**src/rtl/id_ex_stage_if.sv**
```systemverilog
// Bus bundle between decode, the ID/EX register, the forwarding sources and the ALU.
interface id_ex_stage_if #(
   parameter int DW = 32,
   parameter int RW = 5
);
   logic          in_valid;
   logic [DW-1:0] in_rs_data;
   logic [DW-1:0] in_rt_data;
   logic [DW-1:0] in_imm;
   logic [RW-1:0] in_rs_addr;
   logic [RW-1:0] in_rt_addr;
   logic [RW-1:0] in_rd_addr;
   logic [3:0]    in_alu_op;
   logic          in_alu_src;
   logic          in_reg_write;
   logic          in_mem_read;
   logic          stall;
   logic          flush;
   logic          exmem_reg_write;
   logic [RW-1:0] exmem_rd;
   logic [DW-1:0] exmem_data;
   logic          memwb_reg_write;
   logic [RW-1:0] memwb_rd;
   logic [DW-1:0] memwb_data;
   logic [DW-1:0] alu_a;
   logic [DW-1:0] alu_b;
   logic [3:0]    alu_op;
   logic          ex_valid;
   logic [RW-1:0] ex_rd_addr;
   logic          ex_reg_write;
   logic          ex_mem_read;
   logic [DW-1:0] ex_store_data;
   logic          load_use_hazard;

   modport master (
      output in_valid, in_rs_data, in_rt_data, in_imm, in_rs_addr, in_rt_addr, in_rd_addr,
             in_alu_op, in_alu_src, in_reg_write, in_mem_read, stall, flush,
             exmem_reg_write, exmem_rd, exmem_data, memwb_reg_write, memwb_rd, memwb_data,
      input  alu_a, alu_b, alu_op, ex_valid, ex_rd_addr, ex_reg_write, ex_mem_read,
             ex_store_data, load_use_hazard
   );

   modport slave (
      input  in_valid, in_rs_data, in_rt_data, in_imm, in_rs_addr, in_rt_addr, in_rd_addr,
             in_alu_op, in_alu_src, in_reg_write, in_mem_read, stall, flush,
             exmem_reg_write, exmem_rd, exmem_data, memwb_reg_write, memwb_rd, memwb_data,
      output alu_a, alu_b, alu_op, ex_valid, ex_rd_addr, ex_reg_write, ex_mem_read,
             ex_store_data, load_use_hazard
   );
endinterface

```
**src/rtl/id_ex_stage.sv**
```systemverilog
// ID/EX pipeline register with EX/MEM and MEM/WB operand forwarding and load-use bubble insertion.
module id_ex_stage #(
   parameter int          DW     = 32,
   parameter int          RW     = 5,
   parameter logic [3:0]  NOP_OP = 4'b1111
) (
   input  logic          clk,
   input  logic          rst_n,
   id_ex_stage_if.slave  bus
);

   logic          valid_q,     valid_d;
   logic [DW-1:0] rs_data_q,   rs_data_d;
   logic [DW-1:0] rt_data_q,   rt_data_d;
   logic [DW-1:0] imm_q,       imm_d;
   logic [RW-1:0] rs_addr_q,   rs_addr_d;
   logic [RW-1:0] rt_addr_q,   rt_addr_d;
   logic [RW-1:0] rd_addr_q,   rd_addr_d;
   logic [3:0]    alu_op_q,    alu_op_d;
   logic          alu_src_q,   alu_src_d;
   logic          reg_write_q, reg_write_d;
   logic          mem_read_q,  mem_read_d;

   logic [DW-1:0] fwd_rs;
   logic [DW-1:0] fwd_rt;
   logic          hazard;

   // Operand forwarding: the youngest producer (EX/MEM) wins; register 0 is never forwarded.
   always_comb begin
      fwd_rs = rs_data_q;
      if (bus.exmem_reg_write && bus.exmem_rd != '0 && bus.exmem_rd == rs_addr_q)
         fwd_rs = bus.exmem_data;
      else if (bus.memwb_reg_write && bus.memwb_rd != '0 && bus.memwb_rd == rs_addr_q)
         fwd_rs = bus.memwb_data;

      fwd_rt = rt_data_q;
      if (bus.exmem_reg_write && bus.exmem_rd != '0 && bus.exmem_rd == rt_addr_q)
         fwd_rt = bus.exmem_data;
      else if (bus.memwb_reg_write && bus.memwb_rd != '0 && bus.memwb_rd == rt_addr_q)
         fwd_rt = bus.memwb_data;
   end

   // Load-use detection against the instruction currently waiting in ID.
   always_comb begin
      hazard = valid_q && mem_read_q && rd_addr_q != '0 && bus.in_valid &&
               (rd_addr_q == bus.in_rs_addr || rd_addr_q == bus.in_rt_addr);
   end

   // Next-state selection: flush > stall > load-use bubble > normal load.
   always_comb begin
      valid_d     = valid_q;
      rs_data_d   = rs_data_q;
      rt_data_d   = rt_data_q;
      imm_d       = imm_q;
      rs_addr_d   = rs_addr_q;
      rt_addr_d   = rt_addr_q;
      rd_addr_d   = rd_addr_q;
      alu_op_d    = alu_op_q;
      alu_src_d   = alu_src_q;
      reg_write_d = reg_write_q;
      mem_read_d  = mem_read_q;
      if (bus.flush || (!bus.stall && hazard)) begin
         valid_d     = 1'b0;
         rs_data_d   = '0;
         rt_data_d   = '0;
         imm_d       = '0;
         rs_addr_d   = '0;
         rt_addr_d   = '0;
         rd_addr_d   = '0;
         alu_op_d    = NOP_OP;
         alu_src_d   = 1'b0;
         reg_write_d = 1'b0;
         mem_read_d  = 1'b0;
      end else if (bus.stall) begin
         // Capture forwarded operands so they survive the producer retiring during the freeze.
         rs_data_d = fwd_rs;
         rt_data_d = fwd_rt;
      end else begin
         valid_d     = bus.in_valid;
         rs_data_d   = bus.in_rs_data;
         rt_data_d   = bus.in_rt_data;
         imm_d       = bus.in_imm;
         rs_addr_d   = bus.in_rs_addr;
         rt_addr_d   = bus.in_rt_addr;
         rd_addr_d   = bus.in_rd_addr;
         alu_op_d    = bus.in_alu_op;
         alu_src_d   = bus.in_alu_src;
         reg_write_d = bus.in_reg_write;
         mem_read_d  = bus.in_mem_read;
      end
   end

   // Pipeline register; reset presents a NOP bubble to the ALU.
   always_ff @(posedge clk or negedge rst_n) begin
      if (!rst_n) begin
         valid_q     <= 1'b0;
         rs_data_q   <= '0;
         rt_data_q   <= '0;
         imm_q       <= '0;
         rs_addr_q   <= '0;
         rt_addr_q   <= '0;
         rd_addr_q   <= '0;
         alu_op_q    <= NOP_OP;
         alu_src_q   <= 1'b0;
         reg_write_q <= 1'b0;
         mem_read_q  <= 1'b0;
      end else begin
         valid_q     <= valid_d;
         rs_data_q   <= rs_data_d;
         rt_data_q   <= rt_data_d;
         imm_q       <= imm_d;
         rs_addr_q   <= rs_addr_d;
         rt_addr_q   <= rt_addr_d;
         rd_addr_q   <= rd_addr_d;
         alu_op_q    <= alu_op_d;
         alu_src_q   <= alu_src_d;
         reg_write_q <= reg_write_d;
         mem_read_q  <= mem_read_d;
      end
   end

   // Output drive; write/read strobes are masked whenever EX is empty.
   always_comb begin
      bus.alu_a           = fwd_rs;
      bus.alu_b           = alu_src_q ? imm_q : fwd_rt;
      bus.ex_store_data   = fwd_rt;
      bus.alu_op          = alu_op_q;
      bus.ex_valid        = valid_q;
      bus.ex_rd_addr      = rd_addr_q;
      bus.ex_reg_write    = valid_q && reg_write_q;
      bus.ex_mem_read     = valid_q && mem_read_q;
      bus.load_use_hazard = hazard;
   end

endmodule

```
**src/flat_wrapper.sv**
```systemverilog
// flat-port wrapper written by rule: the top's interface ports become plain ports
module id_ex_stage_flat 
#(
   parameter int          DW     = 32,
   parameter int          RW     = 5,
   parameter logic [3:0]  NOP_OP = 4'b1111
)
  (clk, rst_n, bus_in_valid, bus_in_rs_data, bus_in_rt_data, bus_in_imm, bus_in_rs_addr, bus_in_rt_addr, bus_in_rd_addr, bus_in_alu_op, bus_in_alu_src, bus_in_reg_write, bus_in_mem_read, bus_stall, bus_flush, bus_exmem_reg_write, bus_exmem_rd, bus_exmem_data, bus_memwb_reg_write, bus_memwb_rd, bus_memwb_data, bus_alu_a, bus_alu_b, bus_alu_op, bus_ex_valid, bus_ex_rd_addr, bus_ex_reg_write, bus_ex_mem_read, bus_ex_store_data, bus_load_use_hazard);
  id_ex_stage_if #(.DW(DW), .RW(RW)) bus_i ();
  input  logic clk;
  input  logic rst_n;
  input wire logic [$bits(bus_i.in_valid)-1:0] bus_in_valid;
  input wire logic [$bits(bus_i.in_rs_data)-1:0] bus_in_rs_data;
  input wire logic [$bits(bus_i.in_rt_data)-1:0] bus_in_rt_data;
  input wire logic [$bits(bus_i.in_imm)-1:0] bus_in_imm;
  input wire logic [$bits(bus_i.in_rs_addr)-1:0] bus_in_rs_addr;
  input wire logic [$bits(bus_i.in_rt_addr)-1:0] bus_in_rt_addr;
  input wire logic [$bits(bus_i.in_rd_addr)-1:0] bus_in_rd_addr;
  input wire logic [$bits(bus_i.in_alu_op)-1:0] bus_in_alu_op;
  input wire logic [$bits(bus_i.in_alu_src)-1:0] bus_in_alu_src;
  input wire logic [$bits(bus_i.in_reg_write)-1:0] bus_in_reg_write;
  input wire logic [$bits(bus_i.in_mem_read)-1:0] bus_in_mem_read;
  input wire logic [$bits(bus_i.stall)-1:0] bus_stall;
  input wire logic [$bits(bus_i.flush)-1:0] bus_flush;
  input wire logic [$bits(bus_i.exmem_reg_write)-1:0] bus_exmem_reg_write;
  input wire logic [$bits(bus_i.exmem_rd)-1:0] bus_exmem_rd;
  input wire logic [$bits(bus_i.exmem_data)-1:0] bus_exmem_data;
  input wire logic [$bits(bus_i.memwb_reg_write)-1:0] bus_memwb_reg_write;
  input wire logic [$bits(bus_i.memwb_rd)-1:0] bus_memwb_rd;
  input wire logic [$bits(bus_i.memwb_data)-1:0] bus_memwb_data;
  output wire logic [$bits(bus_i.alu_a)-1:0] bus_alu_a;
  output wire logic [$bits(bus_i.alu_b)-1:0] bus_alu_b;
  output wire logic [$bits(bus_i.alu_op)-1:0] bus_alu_op;
  output wire logic [$bits(bus_i.ex_valid)-1:0] bus_ex_valid;
  output wire logic [$bits(bus_i.ex_rd_addr)-1:0] bus_ex_rd_addr;
  output wire logic [$bits(bus_i.ex_reg_write)-1:0] bus_ex_reg_write;
  output wire logic [$bits(bus_i.ex_mem_read)-1:0] bus_ex_mem_read;
  output wire logic [$bits(bus_i.ex_store_data)-1:0] bus_ex_store_data;
  output wire logic [$bits(bus_i.load_use_hazard)-1:0] bus_load_use_hazard;
  assign bus_i.in_valid = bus_in_valid;
  assign bus_i.in_rs_data = bus_in_rs_data;
  assign bus_i.in_rt_data = bus_in_rt_data;
  assign bus_i.in_imm = bus_in_imm;
  assign bus_i.in_rs_addr = bus_in_rs_addr;
  assign bus_i.in_rt_addr = bus_in_rt_addr;
  assign bus_i.in_rd_addr = bus_in_rd_addr;
  assign bus_i.in_alu_op = bus_in_alu_op;
  assign bus_i.in_alu_src = bus_in_alu_src;
  assign bus_i.in_reg_write = bus_in_reg_write;
  assign bus_i.in_mem_read = bus_in_mem_read;
  assign bus_i.stall = bus_stall;
  assign bus_i.flush = bus_flush;
  assign bus_i.exmem_reg_write = bus_exmem_reg_write;
  assign bus_i.exmem_rd = bus_exmem_rd;
  assign bus_i.exmem_data = bus_exmem_data;
  assign bus_i.memwb_reg_write = bus_memwb_reg_write;
  assign bus_i.memwb_rd = bus_memwb_rd;
  assign bus_i.memwb_data = bus_memwb_data;
  assign bus_alu_a = bus_i.alu_a;
  assign bus_alu_b = bus_i.alu_b;
  assign bus_alu_op = bus_i.alu_op;
  assign bus_ex_valid = bus_i.ex_valid;
  assign bus_ex_rd_addr = bus_i.ex_rd_addr;
  assign bus_ex_reg_write = bus_i.ex_reg_write;
  assign bus_ex_mem_read = bus_i.ex_mem_read;
  assign bus_ex_store_data = bus_i.ex_store_data;
  assign bus_load_use_hazard = bus_i.load_use_hazard;
  id_ex_stage #(.DW(DW), .RW(RW), .NOP_OP(NOP_OP)) u_core (.clk(clk), .rst_n(rst_n), .bus(bus_i));
endmodule
```
**config.mk**
```make
export PLATFORM = sky130hd
export DESIGN_NAME = id_ex_stage_flat
export DESIGN_NICKNAME = d
export VERILOG_FILES = /design/src/rtl/id_ex_stage_if.sv /design/src/rtl/id_ex_stage.sv /design/src/flat_wrapper.sv
export SDC_FILE = /design/constraint.sdc
export NUM_CORES = 1
export LEC_CHECK = 0
export BUFFER_PORTS_ARGS = -buffer_cell sky130_fd_sc_hd__buf_2
export CAP_MARGIN = 40
export CORE_MARGIN = 10
export CORE_UTILIZATION = 38
export DETAILED_ROUTE_END_ITERATION = 12
export GPL_TIMING_DRIVEN = 0
export PLACE_DENSITY = 0.66
export SETUP_SLACK_MARGIN = 0.5
export SLEW_MARGIN = 15
export SYNTH_ARGS = -nofsm -noshare
export SYNTH_HDL_FRONTEND = slang
export SYNTH_SLANG_ARGS = --single-unit
```
**constraint.sdc**
```tcl
create_clock -name clk -period 6.6 [get_ports clk]
set_input_delay 0.99 -clock clk [delete_from_list [all_inputs] [get_ports clk]]
set_output_delay 0.99 -clock clk [all_outputs]
set_load 0.05 [all_outputs]
```
==> impl_metrics.json, run 1 <==
{
  "outcome": "finished clean",
  "critPathCaptureType": "output pin",
  "rr_startpoint": "u_core.rt_addr_q[4]$_DFFE_PN0P_",
  "post_drt_wl_per_cell_um": 24.0,
  "coreArea_sq_um": 18800,
  "final_common_cell": "buf_2",
  "crit_path_max_fanout": 10,
  "slowest_delay_ns": 0.66,
  "reg2regPathDepth": 6,
  "clock.fmax_ghz": 0.214,
  "path_class": "primary input to output pin",
  "cts.sink_count": 119,
  "finalCritPeriodShare_pct": 70.9,
  "cts_buffer_depth": 2,
  "die_x_um": 159,
  "holdWs_ns": 0.510,
  "syn-instance-count": 801,
  "drc": 0,
  "io-pin-count": 308,
  "drive_gt1_share_pct": 36.9,
  "ctsHoldBuffers": 0,
  "place_congestion": 0.950,
  "grt_max_degree": 72,
  "p_leak_nw": 4.41,
  "place_ws_ns": 1.94,
  "grt_overflow_total": 0,
  "path_clk_slew_ns": 0.07,
  "wirelength_um": 33800,
  "ir_worst_vdd_mv": 0.156,
  "final_cell_mix": "buf_2, dfrtp_1, nand2_1",
  "h-tree-depth": 4,
  "crit_path_start_kind": "primary input",
  "final_cells": 1405,
  "post_cts_buffers": 0,
  "grt_pass1_wl_um": 50300,
  "rsz0062_at_grt": "false",
  "hpwlAfterDp_um": 27300,
  "setup_violations": 0,
  "start_util_pct": 39.0,
  "fillers": 1870,
  "setup_tns_ns": 0,
  "r2r_end": "u_core.rt_data_q[0]$_DFF_PN0_",
  "grt_use_total_pct": 25.4,
  "ys_ff_latch": 119,
  "viasPerCell": 5.81,
  "fp-row-count": 50,
  "post_synth_instance_area_sq_um": 7340,
  "grt_pass1_vias": 8244,
  "post_cts_resized": 0,
  "hold_violations": 0,
  "worst-endpoint-arrival_ns": 3.69,
  "drtIter0Drc": 737,
  "fin_worst_skew_ns": 0.0112,
  "cts_tree": "built",
  "layout_min_cycle_time_ns": 4.68,
  "ant_nets": 0,
  "multi_input_area_sq_um": 3920,
  "r2r_slack_ns": 3.87,
  "io_buffers": 307,
  "finalNetCount": 1327,
  "clk_latency_ns": 0.43,
  "min_path_type": "primary input to async pin",
  "dieArea_sq_um": 25300,
  "ys_seq_area_share_pct": 40.7,
  "antenna_found_initial": 6,
  "dpl.cell_count": 1369,
  "critical_path.slowest_cell": "nor3_1",
  "ys_types": 40,
  "regArea_sq_um": 2980,
  "crit_chain": "buf_2 -> xor2_1 -> nor3_1 -> clkbuf_1 -> nand4_1 -> a31oi_1 -> mux2_2 -> buf_2",
  "slew_headroom_pct": 42.7,
  "power.density_nw_per_um2": 251,
  "dieHeight_um": 159,
  "slew_violations": 0,
  "cp.required_ns": 5.61,
  "setup_ws_ns": 1.92,
  "crit_top_cell": "buf_2",
  "cts_buffers": 17,
  "synth_warnings": 0,
  "drtPass1Iterations": 5,
  "area_delta_synth_final_pct": 33.9,
  "syn_nets": 1000,
  "worstMarginPinSlew_ns": 0.853,
  "root_buffer": "clkbuf_16",
  "vias": 8162,
  "finalPower_w": 0.00247,
  "max-cap-violations": 0,
  "syn_avg_cell_area_sq_um": 9.16
}
## stage by stage
stage | util, % | area [sq um]
after CTS | 52.1 | 9810
after detailed placement | 49.0 | 9230
final | 52.2 | 9820
after global routing | 52.2 | 9820
after floorplan | - | 7340
after global placement | 48.9 | 9200
## sequential cells by signal, indices dropped and copies added (netlist names), 4 cells and up
| name | count |
|---|---|
| u_core.bus.alu_op | 4 |
| u_core.rt_data_q | 32 |
| u_core.imm_q | 32 |
| u_core.rs_addr_q | 5 |
| u_core.bus.ex_rd_addr | 5 |
| u_core.rs_data_q | 32 |
| u_core.rt_addr_q | 5 |
## worst max-delay path by stage
stage | from | endpoint | slack, ns | cells after the start
after detailed placement | bus_memwb_rd[4] | bus_alu_b[20] | 1.94 | 8
after global routing | bus_memwb_rd[4] | bus_alu_b[20] | 1.81 | 8
after floorplan | bus_memwb_rd[0] | bus_alu_b[27] | 2.09 | 6
after global placement | bus_memwb_rd[4] | bus_alu_b[20] | 1.94 | 8
final | bus_memwb_rd[4] | bus_alu_b[20] | 1.92 | 8
after CTS | bus_memwb_rd[4] | bus_alu_b[20] | 1.93 | 8
## synth_stat cells, drive strengths merged
cell / count / area [sq um]
or2: 5 / 31.3
dfrtp: 115 / 2880
nand4: 66 / 413
and2: 2 / 12.5
a22oi: 1 / 7.51
mux2: 32 / 360
nor3: 68 / 340
xnor2: 10 / 87.6
o32a: 4 / 40.0
nor2: 6 / 22.5
o221a: 49 / 552
nand2b: 1 / 6.26
clkbuf: 64 / 240
dfstp: 4 / 105
inv: 2 / 7.50
a2bb2oi: 4 / 35.0
o211ai: 7 / 67.6
o21ai: 2 / 21.3
o21a: 2 / 15.0
or3: 2 / 12.5
nand2: 104 / 390
a31oi: 64 / 450
a21oi: 51 / 255
clkinv: 1 / 3.75
o31ai: 64 / 480
xor2: 20 / 175
a32o: 11 / 110
or4: 3 / 30.0
buf: 37 / 186
## cell families (layout without fill, tap and decap cells)
| family | after synthesis | after routing | synth area share [%] |
|---|---|---|---|
| AO/OA/AOI/OAI | 259 | 259 | 27.7 |
| AND/OR/NAND/NOR | 257 | 257 | 17.2 |
| flip-flops | 119 | 119 | 40.7 |
| buffers and inverters | 104 | 444 | 5.97 |
| multiplexers | 32 | 32 | 4.91 |
| XOR/XNOR | 30 | 30 | 3.58 |
| other | 0 | 4 | 0 |
## where the power goes
group,switching [W],internal (W)
Combinational,0.000529,0.000199
Clock,0.000404,0.000534
Sequential,0.0000256,0.000776
## final cells by class
type / count / share of cell area, %
multi-input combinational: 578 / 39.9
sequential: 119 / 30.4
timing repair buffer: 308 / 16.0
buffer: 101 / 4.34
clock buffer: 17 / 4.33
tap: 260 / 3.31
clock inverter: 15 / 1.59
inverter: 3 / 0.115
antenna: 4 / 0.102
## worst max-delay path: cells and delay by family
kind	cells	cell delay, ns
xor+xnor	1	0.18
buf+inv	3	0.82
compound gates	1	0.58
mux	1	0.30
simple gates	2	0.80
## metal layers
layer  global-route usage, %  share of wire (%)
met5                       0              0.068
met4                    7.54                2.1
met3                    7.46                8.8
met2                    41.0                 47
met1                    32.2                 42
No activity file was read; power rests on OpenSTA's default activity.
==> inputs of run 2 (changes only) <==
Settings changed: PLACE_DENSITY 0.66 to 0.68.
Clock period 6.6 ns to 3.9 ns, I/O delays scaled along.
==> impl_metrics.json, run 2 (synthesis gave the netlist of run 1 again) <==
{
  "outcome": "finished clean",
  "grt_pass1_vias": 8483,
  "clk_latency_ns": 0.43,
  "cts.sink_count": 119,
  "crit_path_start_kind": "primary input",
  "dieArea_sq_um": 25300,
  "grt_max_degree": 80,
  "wirelength_um": 35200,
  "drive_gt1_share_pct": 44.3,
  "cts_tree": "built",
  "cts_buffer_depth": 2,
  "grt_pass1_wl_um": 51300,
  "dieHeight_um": 159,
  "ir_worst_vdd_mv": 0.298,
  "cp.required_ns": 3.31,
  "p_leak_nw": 4.65,
  "crit_path_max_fanout": 10,
  "setup_violations": 0,
  "die_x_um": 159,
  "h-tree-depth": 4,
  "slew_violations": 0,
  "finalNetCount": 1346,
  "slew_headroom_pct": 47.1,
  "fp-row-count": 50,
  "path_clk_slew_ns": 0.07,
  "place_congestion": 0.956,
  "worstMarginPinSlew_ns": 0.793,
  "hpwlAfterDp_um": 27200,
  "cts_buffers": 17,
  "coreArea_sq_um": 18800,
  "viasPerCell": 5.86,
  "rsz0062_at_grt": "true",
  "critPathCaptureType": "output pin",
  "hold_violations": 0,
  "drc": 0,
  "ant_nets": 0,
  "post_drt_wl_per_cell_um": 24.6,
  "reg_top3": "u_core.imm_q: 32 flops, u_core.rs_data_q: 32 flops, u_core.rt_data_q: 32 flops",
  "vias": 8382,
  "setup_tns_ns": 0,
  "antenna_found_initial": 12,
  "holdWs_ns": 0.0537,
  "start_util_pct": 39.0,
  "grt_use_total_pct": 25.8,
  "rr_startpoint": "u_core.bus.ex_rd_addr[3]$_DFFE_PN0P_",
  "fin_worst_skew_ns": 0.0121,
  "setup_ws_ns": 0.460,
  "area_delta_synth_final_pct": 46.0,
  "grt_overflow_total": 0,
  "root_buffer": "clkbuf_16",
  "min_path_type": "primary input to async pin",
  "place_ws_ns": 0.184,
  "power.density_nw_per_um2": 411,
  "io_buffers": 307,
  "io-pin-count": 308,
  "r2r_slack_ns": 1.35,
  "ctsHoldBuffers": 0,
  "drtPass1Iterations": 6,
  "max-cap-violations": 0,
  "worst-endpoint-arrival_ns": 2.86,
  "final_cell_mix": "buf_2, dfrtp_1, nand2_1",
  "layout_min_cycle_time_ns": 3.44,
  "clock.fmax_ghz": 0.291,
  "path_class": "primary input to output pin",
  "cp-startpoint": "bus_memwb_rd[0]",
  "finalCritPeriodShare_pct": 88.2,
  "drtIter0Drc": 631,
  "final_common_cell": "buf_2"
}
==> run 2: metrics by stage <==
step                power, W  util (%)  std cells  cell area [sq um]
global placement     0.00260      49.6       1368               9350
CTS                  0.00432      54.6       1416              10300
global route         0.00454      56.9       1429              10700
detailed placement   0.00261      49.8       1369               9380
floorplan            0.00217         -        801               7490
finish               0.00440      56.9       1430              10700
==> run 2: power by group <==
part           internal, W  total (W)  switching [W]
Clock             0.000971    0.00167       0.000695
Combinational     0.000410    0.00137       0.000957
Sequential         0.00131    0.00136      0.0000508
==> run 2: worst max-delay path: stages <==
cell      delay, ns
buf_2          0.14
or4_4          0.56
o21ai_4        0.21
buf_12         0.15
buf_4          0.27
o31ai_2        0.13
a31oi_2        0.37
mux2_2         0.22
clkbuf_4       0.22
==> run 2: final cells by class <==
class	instances	area (sq um)
Timing Repair Buffer	327	1760
Antenna cell	10	25.0
Clock buffer	17	425
Multi-Input combinational cell	578	4510
Tap cell	260	325
Inverter	3	11.3
Fill cell	1731	8120
Sequential cell	119	2980
Buffer	101	487
Clock inverter	15	183
==> run 2: routing by layer <==
metal	part of all wire (%)	vias to the layer above	track usage, %	wire length (um)
met1	42	4001	32.4	14700
met3	7.8	83	6.87	2730
met5	0.077	-	0	27
met2	47	480	40.8	16400
met4	3.5	4	11.3	1240
li1	-	3814	-	-
==> run 2: repair_timing <==
item / 4_1_cts / 5_1_grt
pin swaps: 16 / 16
gates resized for setup: 31 / 100
setup buffers: 15 / 4
endpoints found under the setup margin: 92 / 65
==> run 2: worst paths after layout <==
kind / endpoint / cells past startpoint
setup / recovery: bus_alu_b[23] / 9
hold / removal: u_core.reg_write_q$_DFFE_PN0P_ / 1
setup reg to reg: u_core.rs_data_q[18]$_DFF_PN0_ / 6
hold reg to reg: u_core.imm_q[7]$_DFFE_PN0P_ / 2
max in group asynchronous: u_core.rs_data_q[18]$_DFF_PN0_ / 2
min in group clk: u_core.imm_q[0]$_DFFE_PN0P_ / 3
==> inputs of run 3 (changes only) <==
--- a/config.mk
+++ b/config.mk
@@ -15,3 +15,3 @@
 export SETUP_SLACK_MARGIN = 0.5
-export SLEW_MARGIN = 15
+export SLEW_MARGIN = 0
 export SYNTH_ARGS = -nofsm -noshare
==> constraint.sdc (replaced) <==
create_clock -name clk -period 3.9 [get_ports clk]
set_input_delay 0.39 -clock clk [delete_from_list [all_inputs] [get_ports clk]]
set_output_delay 0.39 -clock clk [all_outputs]
set_load 0.05 [all_outputs]
==> impl_metrics.json, run 3 (synthesis gave the netlist of run 1 again) <==
{
  "outcome": "finished clean",
  "ant_nets": 0,
  "area_delta_synth_final_pct": 36.8,
  "io_buffers": 307,
  "dieArea_sq_um": 25300,
  "power.density_nw_per_um2": 416,
  "h-tree-depth": 4,
  "post_drt_wl_per_cell_um": 23.9,
  "cts_buffer_depth": 2,
  "cts.sink_count": 119,
  "crit_top_cell": "buf_2",
  "min_path_type": "primary input to flop",
  "p_int_w": 0.00257,
  "fp-row-count": 50,
  "drive_gt1_share_pct": 40.3,
  "setup_violations": 0,
  "reg_top3": "u_core.imm_q: 32 flops, u_core.rs_data_q: 32 flops, u_core.rt_data_q: 32 flops",
  "finalCritPeriodShare_pct": 88.3,
  "min_to": "u_core.mem_read_q$_DFFE_PN0P_",
  "final_cell_mix": "buf_2, dfrtp_1, nand2_1",
  "cp-startpoint": "u_core.rt_addr_q[4]$_DFFE_PN0P_",
  "finalInstanceArea_sq_um": 10000,
  "die_x_um": 159,
  "holdWs_ns": 0.196,
  "p_sw_share_pct": 38.3,
  "viasPerCell": 5.83,
  "crit_path_max_fanout": 10,
  "setup_tns_ns": 0,
  "grt_pass1_vias": 8325,
  "final_common_cell": "buf_2",
  "crit_chain": "xor2_1 -> or3_1 -> clkbuf_1 -> buf_2 -> o31ai_1 -> a31oi_2 -> mux2_2 -> buf_2",
  "hold_violations": 0,
  "vias": 8221,
  "grt_pass1_wl_um": 50400,
  "p_leak_nw": 4.46,
  "grt_overflow_total": 0,
  "ir_worst_vdd_mv": 0.300,
  "max-cap-violations": 0,
  "slew_violations": 0,
  "slowest_delay_ns": 0.46,
  "cp.required_ns": 3.51,
  "grt_max_degree": 76,
  "min-delay-start": "bus_in_mem_read",
  "finalNetCount": 1331,
  "place_congestion": 0.937,
  "dieHeight_um": 159,
  "cts_buffers": 17,
  "clk_latency_ns": 0.42,
  "pwr-share-clk_pct": 37.5,
  "antenna_found_initial": 7,
  "critical_path.slowest_cell": "dfrtp_1",
  "sequentialPowerShare_pct": 32.5,
  "start_util_pct": 39.0,
  "hold_depth": 3,
  "rr_startpoint": "u_core.bus.ex_rd_addr[0]$_DFFE_PN0P_",
  "io-pin-count": 308,
  "drc": 0,
  "grt_use_total_pct": 25.2,
  "utilization_pct": 53.3,
  "worstMarginPinSlew_ns": 0.720,
  "path_clk_slew_ns": 0.07,
  "coreArea_sq_um": 18800,
  "drtPass1Iterations": 8,
  "drtIter0Drc": 806,
  "critPathCaptureType": "output pin",
  "r2r_end": "u_core.rs_data_q[17]$_DFF_PN0_",
  "crit_path_start_kind": "flop",
  "wirelength_um": 33700,
  "reg2regPathDepth": 6,
  "switchingPower_w": 0.00160,
  "dpl_cell_area_sq_um": 9230,
  "combPwrFrac_pct": 30.0,
  "fillers": 1814,
  "worst-endpoint-arrival_ns": 3.05,
  "layout_min_cycle_time_ns": 3.44,
  "r2r_slack_ns": 1.28,
  "slew_headroom_pct": 52.0,
  "rsz0062_at_grt": "true",
  "path_class": "flop to output pin",
  "root_buffer": "clkbuf_16",
  "cts_tree": "built",
  "hpwlAfterDp_um": 27100,
  "fin_worst_skew_ns": 0.0130,
  "clock.fmax_ghz": 0.290
}
## run 3: metal layers
| metal | global-route usage, % | part of all wire (%) | vias to the layer above | routed length [um] |
|---|---|---|---|---|
| met5 | 0 | 0.12 | - | 39 |
| met4 | 8.93 | 3.1 | 6 | 1040 |
| met3 | 7.64 | 9.0 | 69 | 3040 |
| met2 | 40.3 | 47 | 491 | 15700 |
| met1 | 31.6 | 41 | 3879 | 13800 |
| li1 | - | - | 3776 | - |
## run 3: area by class of cell
class	count	area (sq um)	area share, %
inverter	3	11.3	0.112
tap	260	325	3.24
timing repair buffer	312	1600	16.0
clock buffer	18	439	4.38
clock inverter	14	139	1.38
antenna	4	10.0	0.0998
buffer	101	435	4.34
sequential	119	2980	29.7
multi-input combinational	578	4090	40.7
## run 3: per-stage QoR
| stage | worst slack (ns) | std cells | power, W |
|---|---|---|---|
| 5_1_grt | 0.389 | 1408 | 0.00432 |
| 4_1_cts | 0.439 | 1402 | 0.00416 |
| 6_report | 0.457 | 1409 | 0.00418 |
| 3_3_place_gp | 0.485 | 1368 | 0.00258 |
| 2_1_floorplan | 0.586 | 801 | 0.00216 |
| 3_5_place_dp | 0.482 | 1369 | 0.00259 |
## run 3: how the worst max path moves through the flow
stage | endpoint | slack, ns | depth (start not counted)
final | bus_alu_b[20] | 0.46 | 8
after CTS | bus_alu_b[5] | 0.44 | 8
after global placement | bus_alu_b[20] | 0.49 | 8
after detailed placement | bus_alu_b[20] | 0.48 | 8
after global routing | bus_alu_b[20] | 0.39 | 8
after floorplan | bus_alu_b[27] | 0.59 | 6
## run 3: power by group through the flow
stage,clock network [W],logic [W],registers [W]
after floorplan,0,0.000777,0.00138
after detailed placement,0,0.00122,0.00137
final,0.00156,0.00125,0.00136
after global placement,0,0.00121,0.00137
after CTS,0.00157,0.00123,0.00135
after global routing,0.00162,0.00133,0.00137
## run 3: critical path, delay by kind of cell, from the launching register on
| kind | cells | cell delay [ns] |
|---|---|---|
| flip-flops | 1 | 0.46 |
| buffers and inverters | 3 | 0.65 |
| AO/OA/AOI/OAI | 2 | 0.65 |
| multiplexers | 1 | 0.31 |
| AND/OR/NAND/NOR | 1 | 0.36 |
| XOR/XNOR | 1 | 0.19 |
## run 3: what timing repair did
| action | in CTS | in global routing |
|---|---|---|
| setup endpoints to repair | 49 | 56 |
| hold buffers | 1 | 0 |
| resized for setup | 9 | 34 |
| buffers inserted | 0 | 3 |
| hold endpoints to repair | 40 | 0 |
| pin swaps | 0 | 3 |
